===== src/rtl/tweezer_pi_sequencer.sv =====
// Control-plane sequencer for the tweezer PI loop: host command decode, bumpless
// arm (reset-held settle window) and slew-limited setpoint ramp while running.
module tweezer_pi_sequencer #(
  parameter int unsigned inputBitSize  = 16,
  parameter int unsigned coeffBitSize  = 10,
  parameter int unsigned rateBitSize   = 16,
  parameter int unsigned SETTLE_CYCLES = 8
) (
  input  logic                    clk,
  input  logic                    reset,
  input  logic                    cmd_valid,
  output logic                    cmd_ready,
  input  logic [1:0]              cmd_op,
  input  logic [coeffBitSize-1:0] cmd_kp,
  input  logic [coeffBitSize-1:0] cmd_ki,
  input  logic [inputBitSize-1:0] cmd_setpoint,
  input  logic [inputBitSize-1:0] ramp_step,
  input  logic [rateBitSize-1:0]  ramp_period,
  input  logic                    hold_req,
  output logic                    PI_reset,
  output logic                    PI_enable,
  output logic                    PI_freeze,
  output logic [coeffBitSize-1:0] PI_kp,
  output logic [coeffBitSize-1:0] PI_ki,
  output logic                    PI_kp_update,
  output logic                    PI_ki_update,
  output logic [inputBitSize-1:0] PI_setpoint,
  output logic                    at_target,
  output logic [1:0]              state
);

  localparam int unsigned SW = (SETTLE_CYCLES > 1) ? $clog2(SETTLE_CYCLES) : 1;
  localparam int unsigned DW = inputBitSize + 1;

  localparam logic [1:0] OP_START      = 2'd0;
  localparam logic [1:0] OP_STOP       = 2'd1;
  localparam logic [1:0] OP_SET_GAINS  = 2'd2;
  localparam logic [1:0] OP_SET_TARGET = 2'd3;

  typedef enum logic [1:0] {
    S_IDLE  = 2'd0,
    S_ARM   = 2'd1,
    S_RUN   = 2'd2,
    S_DRAIN = 2'd3
  } state_t;

  state_t                  state_q, state_n;
  logic [SW-1:0]           settle_q, settle_n;
  logic [rateBitSize-1:0]  tick_q, tick_n;
  logic [inputBitSize-1:0] target_q, target_n;
  logic [inputBitSize-1:0] sp_n;
  logic [coeffBitSize-1:0] kp_n, ki_n;
  logic                    upd_n;
  logic [DW-1:0]           diff, mag;
  logic                    accept;

  assign state     = state_q;
  assign cmd_ready = !reset && (state_q == S_IDLE || state_q == S_RUN);
  assign accept    = cmd_valid && cmd_ready;

  // Sign-extended difference cannot overflow, so its magnitude is exact
  assign diff = {target_q[inputBitSize-1], target_q} - {PI_setpoint[inputBitSize-1], PI_setpoint};
  assign mag  = diff[DW-1] ? (~diff + DW'(1)) : diff;

  always_comb begin
    state_n  = state_q;
    settle_n = settle_q;
    tick_n   = '0;
    target_n = target_q;
    sp_n     = PI_setpoint;
    kp_n     = PI_kp;
    ki_n     = PI_ki;
    upd_n    = 1'b0;

    // Ramp stepping uses the target held before any same-edge SET_TARGET
    if (state_q == S_RUN) begin
      tick_n = tick_q;
      if (!hold_req) begin
        if (tick_q == ramp_period) begin
          tick_n = '0;
          if (diff != '0) begin
            if (ramp_step == '0 || mag <= DW'(ramp_step)) sp_n = target_q;
            else if (diff[DW-1])                            sp_n = PI_setpoint - ramp_step;
            else                                            sp_n = PI_setpoint + ramp_step;
          end
        end else begin
          tick_n = tick_q + rateBitSize'(1);
        end
      end
    end

    case (state_q)
      S_IDLE: begin
        settle_n = '0;
        if (accept && cmd_op == OP_START) state_n = S_ARM;
      end
      S_ARM: begin
        if (settle_q == SW'(SETTLE_CYCLES - 1)) begin
          settle_n = '0;
          state_n  = S_RUN;
        end else begin
          settle_n = settle_q + SW'(1);
        end
      end
      S_RUN: begin
        if (accept && cmd_op == OP_STOP) state_n = S_DRAIN;
      end
      default: state_n = S_IDLE;
    endcase

    if (accept && cmd_op == OP_SET_GAINS) begin
      kp_n  = cmd_kp;
      ki_n  = cmd_ki;
      upd_n = 1'b1;
    end
    if (accept && cmd_op == OP_SET_TARGET) begin
      target_n = cmd_setpoint;
      if (state_q == S_IDLE) sp_n = cmd_setpoint;
    end
  end

  always_ff @(posedge clk) begin
    if (reset) begin
      state_q      <= S_IDLE;
      settle_q     <= '0;
      tick_q       <= '0;
      target_q     <= '0;
      PI_setpoint  <= '0;
      PI_kp        <= '0;
      PI_ki        <= '0;
      PI_kp_update <= 1'b0;
      PI_ki_update <= 1'b0;
      PI_reset     <= 1'b0;
      PI_enable    <= 1'b0;
      PI_freeze    <= 1'b0;
      at_target    <= 1'b1;
    end else begin
      state_q      <= state_n;
      settle_q     <= settle_n;
      tick_q       <= tick_n;
      target_q     <= target_n;
      PI_setpoint  <= sp_n;
      PI_kp        <= kp_n;
      PI_ki        <= ki_n;
      PI_kp_update <= upd_n;
      PI_ki_update <= upd_n;
      PI_reset     <= (state_n == S_ARM) || (state_n == S_DRAIN);
      PI_enable    <= (state_n == S_RUN);
      PI_freeze    <= (state_n == S_RUN) && hold_req;
      at_target    <= (sp_n == target_n);
    end
  end

endmodule

===== config.mk =====
export PLATFORM = sky130hd
export DESIGN_NAME = tweezer_pi_sequencer
export DESIGN_NICKNAME = d
export VERILOG_FILES = /design/src/rtl/tweezer_pi_sequencer.sv
export SDC_FILE = /design/constraint.sdc
export NUM_CORES = 1
export LEC_CHECK = 0
export ABC_AREA = 1
export CORE_ASPECT_RATIO = 2
export CORE_UTILIZATION = 23
export CTS_BUF_LIST = sky130_fd_sc_hd__clkbuf_8
export DETAILED_ROUTE_END_ITERATION = 12
export PLACE_DENSITY_LB_ADDON = 0.05
export SLEW_MARGIN = 20
export SYNTH_ARGS = -nofsm -noshare
export SYNTH_HDL_FRONTEND = slang
export SYNTH_SLANG_ARGS = --single-unit

===== constraint.sdc =====
create_clock -name clk -period 6.4 [get_ports clk]
set_input_delay 0.64 -clock clk [delete_from_list [all_inputs] [get_ports clk]]
set_output_delay 0.64 -clock clk [all_outputs]
set_load 0.01 [all_outputs]

# Yosys cells after proc, flatten, opt, wreduce, memory -nomap -nowiden
# Cells that the tools add are included.
[classes]
order_cmp = 1
n_mux = 18
bitwise_logic = 2
add_sub_neg = 6
eq_ne = 11
reduce_logical = 17
[op_table]
columns = ["operator", "n"]
rows = [
  ["16-bit two-way mux", 10],
  ["16-bit == test", 2],
  ["17-bit by 1-bit adder with 17-bit output (second input constant)", 1],
  ["17-bit by 16-bit <= comparator with 1-bit output", 1],
  ["17-bit two-way mux", 1],
  ["17-bit inverter", 1],
  ["17-bit nonzero test", 1],
  ["16-bit by 16-bit subtractor with 17-bit output", 1],
  ["16-bit by 1-bit adder with 16-bit output (second input constant)", 1],
  ["16-bit adder", 1],
  ["16-bit logical NOT", 1],
  ["16-bit subtractor", 1],
  ["2-bit == test (second input constant)", 5],
  ["1-bit logical AND", 7],
  ["2-bit by 1-bit == test with 1-bit output (second input constant)", 3],
  ["2-bit two-way mux", 3],
  ["2-bit case mux with 3 select lines", 1],
  ["3-bit case mux with 2 select lines", 1],
  ["2-bit logical NOT", 2],
  ["3-bit by 1-bit adder with 3-bit output (second input constant)", 1],
  ["3-bit == test (second input constant)", 1],
  ["1-bit logical OR", 3],
  ["3-bit two-way mux", 1],
  ["2-bit nonzero test", 1],
  ["4 further kinds", 4],
]
[totals]
in_bits = 74
regBits = 78

# Longest topological paths before layout
[logic_depth]
ltp_word = 14
ltp_mapped = 45
ltp_nobuf = 44

# Worst setup path before layout
# No wires, ideal clock.
[synth_timing]
kind = "flip-flop to flip-flop"
from = "register PI_setpoint[0]"
to = "register at_target"
t_required_ps = 6340
setup_slack_ps = 2076
path_stages_with_launch = 34
arrival_time_ps = 4264
setup_time_ps = 60
cell_sequence = "dfxtp_1 > ha_1 > fa_1 > inv_1 > nand3_1 > nand2_2 > nand2_1 > nand2_2 > nand2_1 > nand2_1 > nand2_1 > nand2_1 > buf_2 > buf_1 > o21ai_0 > fa_1 > o21ai_0 > nand3_1 > nand2_1 > nand3_1 > nand2_1 > nand2_1 > nand2_1 > xnor2_1 > nand3_1 > nand3_1 > nand2_1 > nand3_1 > nand2_1 > nor2_1 > nand2_1 > nor2_1 > nand2_1 > nand2_1"
[synth_via]
elab_chain_cells = 14
elab_cells_between_ends = 18
cone_classes = "add/sub: 4; order compare: 1; eq/ne: 1; mux: 9; bitwise: 1; reduce/logical: 2"
[synth_rtl]
columns = ["element", "line_no", "rtl"]
rows = [
  ["start, declared", "27", "output logic [inputBitSize-1:0] PI_setpoint,"],
  ["start signal, assigned", "142", "PI_setpoint <= sp_n;"],
  ["16-bit by 16-bit subtractor with 17-bit output", "62", "assign diff = {target_q[inputBitSize-1], target_q} - {PI_setpoint[inputBitSize-1], PI_setpoint};"],
  ["17-bit inverter", "63", "assign mag = diff[DW-1] ? (~diff + DW'(1)) : diff;"],
  ["17-bit by 1-bit adder with 17-bit output", "63", ""],
  ["17-bit two-way mux", "63", ""],
  ["17-bit by 16-bit <= comparator with 1-bit output", "82", "if (ramp_step == '0 || mag <= DW'(ramp_step)) sp_n = target_q;"],
  ["1-bit logical OR", "82", ""],
  ["16-bit two-way mux", "82", ""],
  ["16-bit two-way mux", "81", "if (diff != '0) begin"],
  ["16-bit two-way mux", "79", "if (tick_q == ramp_period) begin"],
  ["16-bit two-way mux", "78", "if (!hold_req) begin"],
  ["16-bit two-way mux (*)", "76", "if (state_q == S_RUN) begin"],
  ["16-bit two-way mux", "118", "if (state_q == S_IDLE) sp_n = cmd_setpoint;"],
  ["16-bit two-way mux (*)", "116", "if (accept && cmd_op == OP_SET_TARGET) begin"],
  ["16-bit == test (*)", "150", "at_target <= (sp_n == target_n);"],
  ["end signal, assigned", "150", ""],
  ["end, declared", "28", "output logic at_target,"],
]
# Mark *: on every way between the ends. The rest lies on a longest branch, timed or not.
# A chain may end at the register's enable or synchronous reset.

# Final worst setup path
[layout_timing]
from = "register target_q[0]"
to = "register at_target"
[layout_via]
elab_chain_cells = 14
elab_cells_between_ends = 17
cone_classes = "add/sub: 2; order compare: 1; eq/ne: 1; mux: 10; bitwise: 1; reduce/logical: 2"
[layout_rtl]
columns = ["element", "line_no", "rtl"]
rows = [
  ["start, declared", "50", "logic [inputBitSize-1:0] target_q, target_n;"],
  ["start signal, assigned", "141", "target_q <= target_n;"],
  ["16-bit by 16-bit subtractor with 17-bit output", "62", ""],
  ["17-bit inverter", "63", ""],
  ["17-bit by 1-bit adder with 17-bit output", "63", ""],
  ["17-bit two-way mux", "63", ""],
  ["17-bit by 16-bit <= comparator with 1-bit output", "82", ""],
  ["1-bit logical OR", "82", ""],
  ["16-bit two-way mux", "82", ""],
  ["16-bit two-way mux", "81", ""],
  ["16-bit two-way mux", "79", ""],
  ["16-bit two-way mux", "78", ""],
  ["16-bit two-way mux", "76", ""],
  ["16-bit two-way mux", "118", ""],
  ["16-bit two-way mux", "116", ""],
  ["16-bit == test (*)", "150", ""],
]
# Marked as above.

==> run summary <==
• 0.777 ns — transition time at the pin with the least slew margin
• 26700 um — sum of routed wire length over all layers
• reg -> reg — Worst Path Class, Setup
• 0.0120 ns — worst-case clock skew
• 111 uV — maximum vdd drop
• 1540 um2 — area of all sequential standard cells
• 3 — Clock H-tree levels
• 54.3% — Comb pwr share
• 45.2% — proportion of total power due to net switching
• 118 — number of buffer cells added on primary ports
• 125 um — horizontal die dimension
• 1620 — placed cells
• 6970 um2 — post-synth design cell area
• dfxtp_1 22%, nand2_1 16%, inv_1 9.7% — top post-synthesis cells by area
• 4 — CP Buf/Inv Count
• flop — critical path startpoint category
• 89 — number of placement rows
• at_target — endpoint of the worst-slack reg-to-reg timing path
• o21ai_0 — Critical Path Slowest Stage Cell
• 14.8% — GRT met1 Usage
• 43 — maximum number of pins on one net before global-route repair
• at_target — Critical path destination
• target_q[0] — launch point of the worst path
• 39.1% — GR met2 Demand/Resource
• 0 — Max-Cap Viols
• met2 — most utilized layer in the global route result
• 0.38 ns — clock insertion delay at the later pin of the skew report
• 35 — Synth cell types
• 48.0% — tightest slew margin relative to the limit
• finished, final reports clean — outcome
• dfxtp_1 — cell taking the most area after synthesis
• 33 — number of cells on the critical path
• 0 — Final Slew Violations
• 0.58 ns — CP peak stage delay
• 77 — clock tree sinks
• 20.7% — clock group share of total power
• 29600 um2 — core outline area
• clkbuf_8 — CTS Root Cell
• 178 MHz — f_max
• 0 — final-report setup violation count
• 0 — Post-CTS Hold Fix Bufs
• 87.6% — final worst path period share
• 0 — post-cts resize count
• 77 — number of flip-flops and latches in the synthesized netlist
• nand2_1 — cell repeated most along the worst path
• 0.000907 W — net load switching power
• 25.6% — Layout area overhead
• 7700 — vias in the first global route
• 0.00201 W — total power
• built — clock tree from TritonCTS
• 9 — clock buffer count from CTS
• 0% — fraction of registers with async set or reset after synthesis
• 14 — peak fanout along the critical path
• 1157 — post-synthesis cell count
• 248 um — Die Y
• 31000 um2 — total die area
• 2.34% — met3 routing resource usage after global routing
• 17.9% — total track usage
• 4.19 nW — static leakage power
• 6.71 ns — Crit path required time
• 2 — Bufs on Longest Clock Path
• target_q[0] — Critical R2R Launch
• 0 — Syn. warnings
• reg -> reg — type of the most critical hold path
• 0 — drt drc
• 3389 — total of fill cells in the finished design
• nand2_1 — most common cell after layout, fill and taps aside
• 4.44 — Vias/cell
• 0 ns — Fin Setup TNS
• 16.3 um — detailed-route wire length per cell
• 0.836 — global placement routability congestion
• 7271 — count of vias placed by the detailed router
• 0.00110 W — internal power contribution
• 4610 um2 — multi-input combinational cell area
• 230 nW/um2 — power per unit of standard cell area
• 5.82% — ratio of cells with drive above 1 in the final layout
• 22.1% — share of Yosys cell area claimed by the top area cell type
• flop — Critical Path Sink Type
• 41400 um — first-pass GRT wire length
• 25.0% — sequential share of power
• 22800 um — hpwl dp
• 0 — EDFF count, synth
• 0 — leftover overflow at the end of global routing
• 6.02 um2 — synthesized area divided by synthesized cell count
• 0 — post-route ant nets
• 119 — number of top-level pins
• 5.92 ns — signal arrival time at the worst endpoint
• 239 — count of routing violations after the opening detailed-route iteration
• 0 — number of endpoints with negative hold slack in the final report
• dfxtp_1 — Post-synth top flop
• 6 — number of search-and-repair iterations in the first detailed-routing pass
• 295 x nand2_1, 183 x inv_1, 160 x nor2_1 — commonest cells after routing, fill and taps aside
• no — setup repair after global routing missed its margin
• 1637 — number of cells in the finished layout apart from fillers
• 0 — post-CTS setup repair buffer count
• 33 — FF-to-FF path depth
• 1 — antenna violations before repair
• 1395 — total number of nets in the final design
• 5.61 ns — Final Critical Period
• 23.5% — initial standard-cell utilization of the core
• simple AND/OR/NAND/NOR gates — top cell family by delay on the critical path
• 0.79 ns — register-to-register setup slack
• 1285 — post-synth net total
• 22.1% — Seq/Total Area, Yosys
• 0.09 ns — post-CTS clock slew at the launch and capture registers of the worst setup and hold paths
[power by group through the flow]
stage	sequential (W)	clock [W]	combinational [W]
global placement	0.000514	0	0.00112
floorplan	0.000514	0	0.000783
detailed placement	0.000514	0	0.00111
global route	0.000505	0.000449	0.00125
finish	0.000503	0.000416	0.00109
CTS	0.000503	0.000436	0.00112
[worst register-to-register path: cells and delay by family, from the launching register on]
| kind | cells | cell delay, ns |
|---|---|---|
| adders and majority gates | 3 | 0.93 |
| buffers and inverters | 4 | 0.62 |
| and+or+nand+nor | 24 | 2.69 |
| DFF | 1 | 0.32 |
| AOI/OAI and AO/OA | 2 | 0.98 |
[cell usage after synthesis, types with 3 or more instances]
master	count
nand2_2	17
a21oi_1	57
ha_1	52
a21o_1	3
a31oi_1	3
nand4_1	13
nor4_1	4
nand2_1	295
nor3_1	14
buf_4	5
o2111ai_1	3
nor2_1	160
clkbuf_1	18
nor2_2	3
xor2_1	37
and2_1	4
o21ai_0	43
nand3_1	97
inv_1	180
or2_2	15
xnor2_1	23
dfxtp_1	77
inv_2	5
nand3_2	7
nand3b_1	7
[sequential cells by signal, indices dropped and copies added, names as in the netlist]
signal,count
target_q,16
PI_ki_update,1
tick_q,16
PI_enable,1
PI_setpoint,16
PI_kp,10
at_target,1
state,2
settle_q,3
PI_freeze,1
PI_ki,10
[through the flow]
step | util (%) | worst slack, ns | area, um2 | hold WS, ns
after floorplan | - | 2.08 | 6970 | 0.440
after global placement | 28.8 | 0.601 | 8540 | 0.450
after detailed placement | 28.8 | 0.615 | 8540 | 0.460
after CTS | 29.5 | 0.574 | 8750 | 0.473
after global routing | 29.5 | 0.270 | 8750 | 0.497
final | 29.5 | 0.794 | 8750 | 0.470
[cells by family (layout without fill, tap and decap cells)]
| kind of cell | after synthesis | in the layout | synth area share [%] |
|---|---|---|---|
| AND/OR/NAND/NOR | 640 | 640 | 39.9 |
| buffers and inverters | 212 | 327 | 11.8 |
| AO/OA/AOI/OAI | 114 | 114 | 8.71 |
| flip-flops | 77 | 77 | 22.1 |
| XOR/XNOR | 60 | 60 | 7.54 |
| adder cells (fa/ha/maj) | 54 | 54 | 9.91 |
| other | 0 | 1 | 0 |
[worst min path at each step]
stage | from | end | slack (ns) | depth (start not counted)
final | settle_q[2] | settle_q[2] | 0.47 | 2
after global routing | settle_q[2] | settle_q[2] | 0.50 | 2
after CTS | settle_q[2] | settle_q[2] | 0.47 | 2
after detailed placement | settle_q[2] | settle_q[2] | 0.46 | 2
after global placement | settle_q[2] | settle_q[2] | 0.45 | 2
after floorplan | settle_q[1] | settle_q[1] | 0.44 | 2
[cell type report]
type | count | area share [%]
antenna | 1 | 0.0286
clock buffer | 9 | 1.42
clock inverter | 7 | 0.958
inverter | 185 | 7.93
multi-input combinational | 868 | 52.7
sequential | 77 | 17.6
tap | 364 | 5.20
timing repair buffer | 126 | 14.2
[metal layers]
metal | share of wire [%] | routed length [um]
met1 | 33 | 8750
met2 | 60 | 16000
met3 | 2.7 | 734
met4 | 4.6 | 1230
met5 | 0 | 0
No activity file was read; power rests on OpenSTA's default activity.
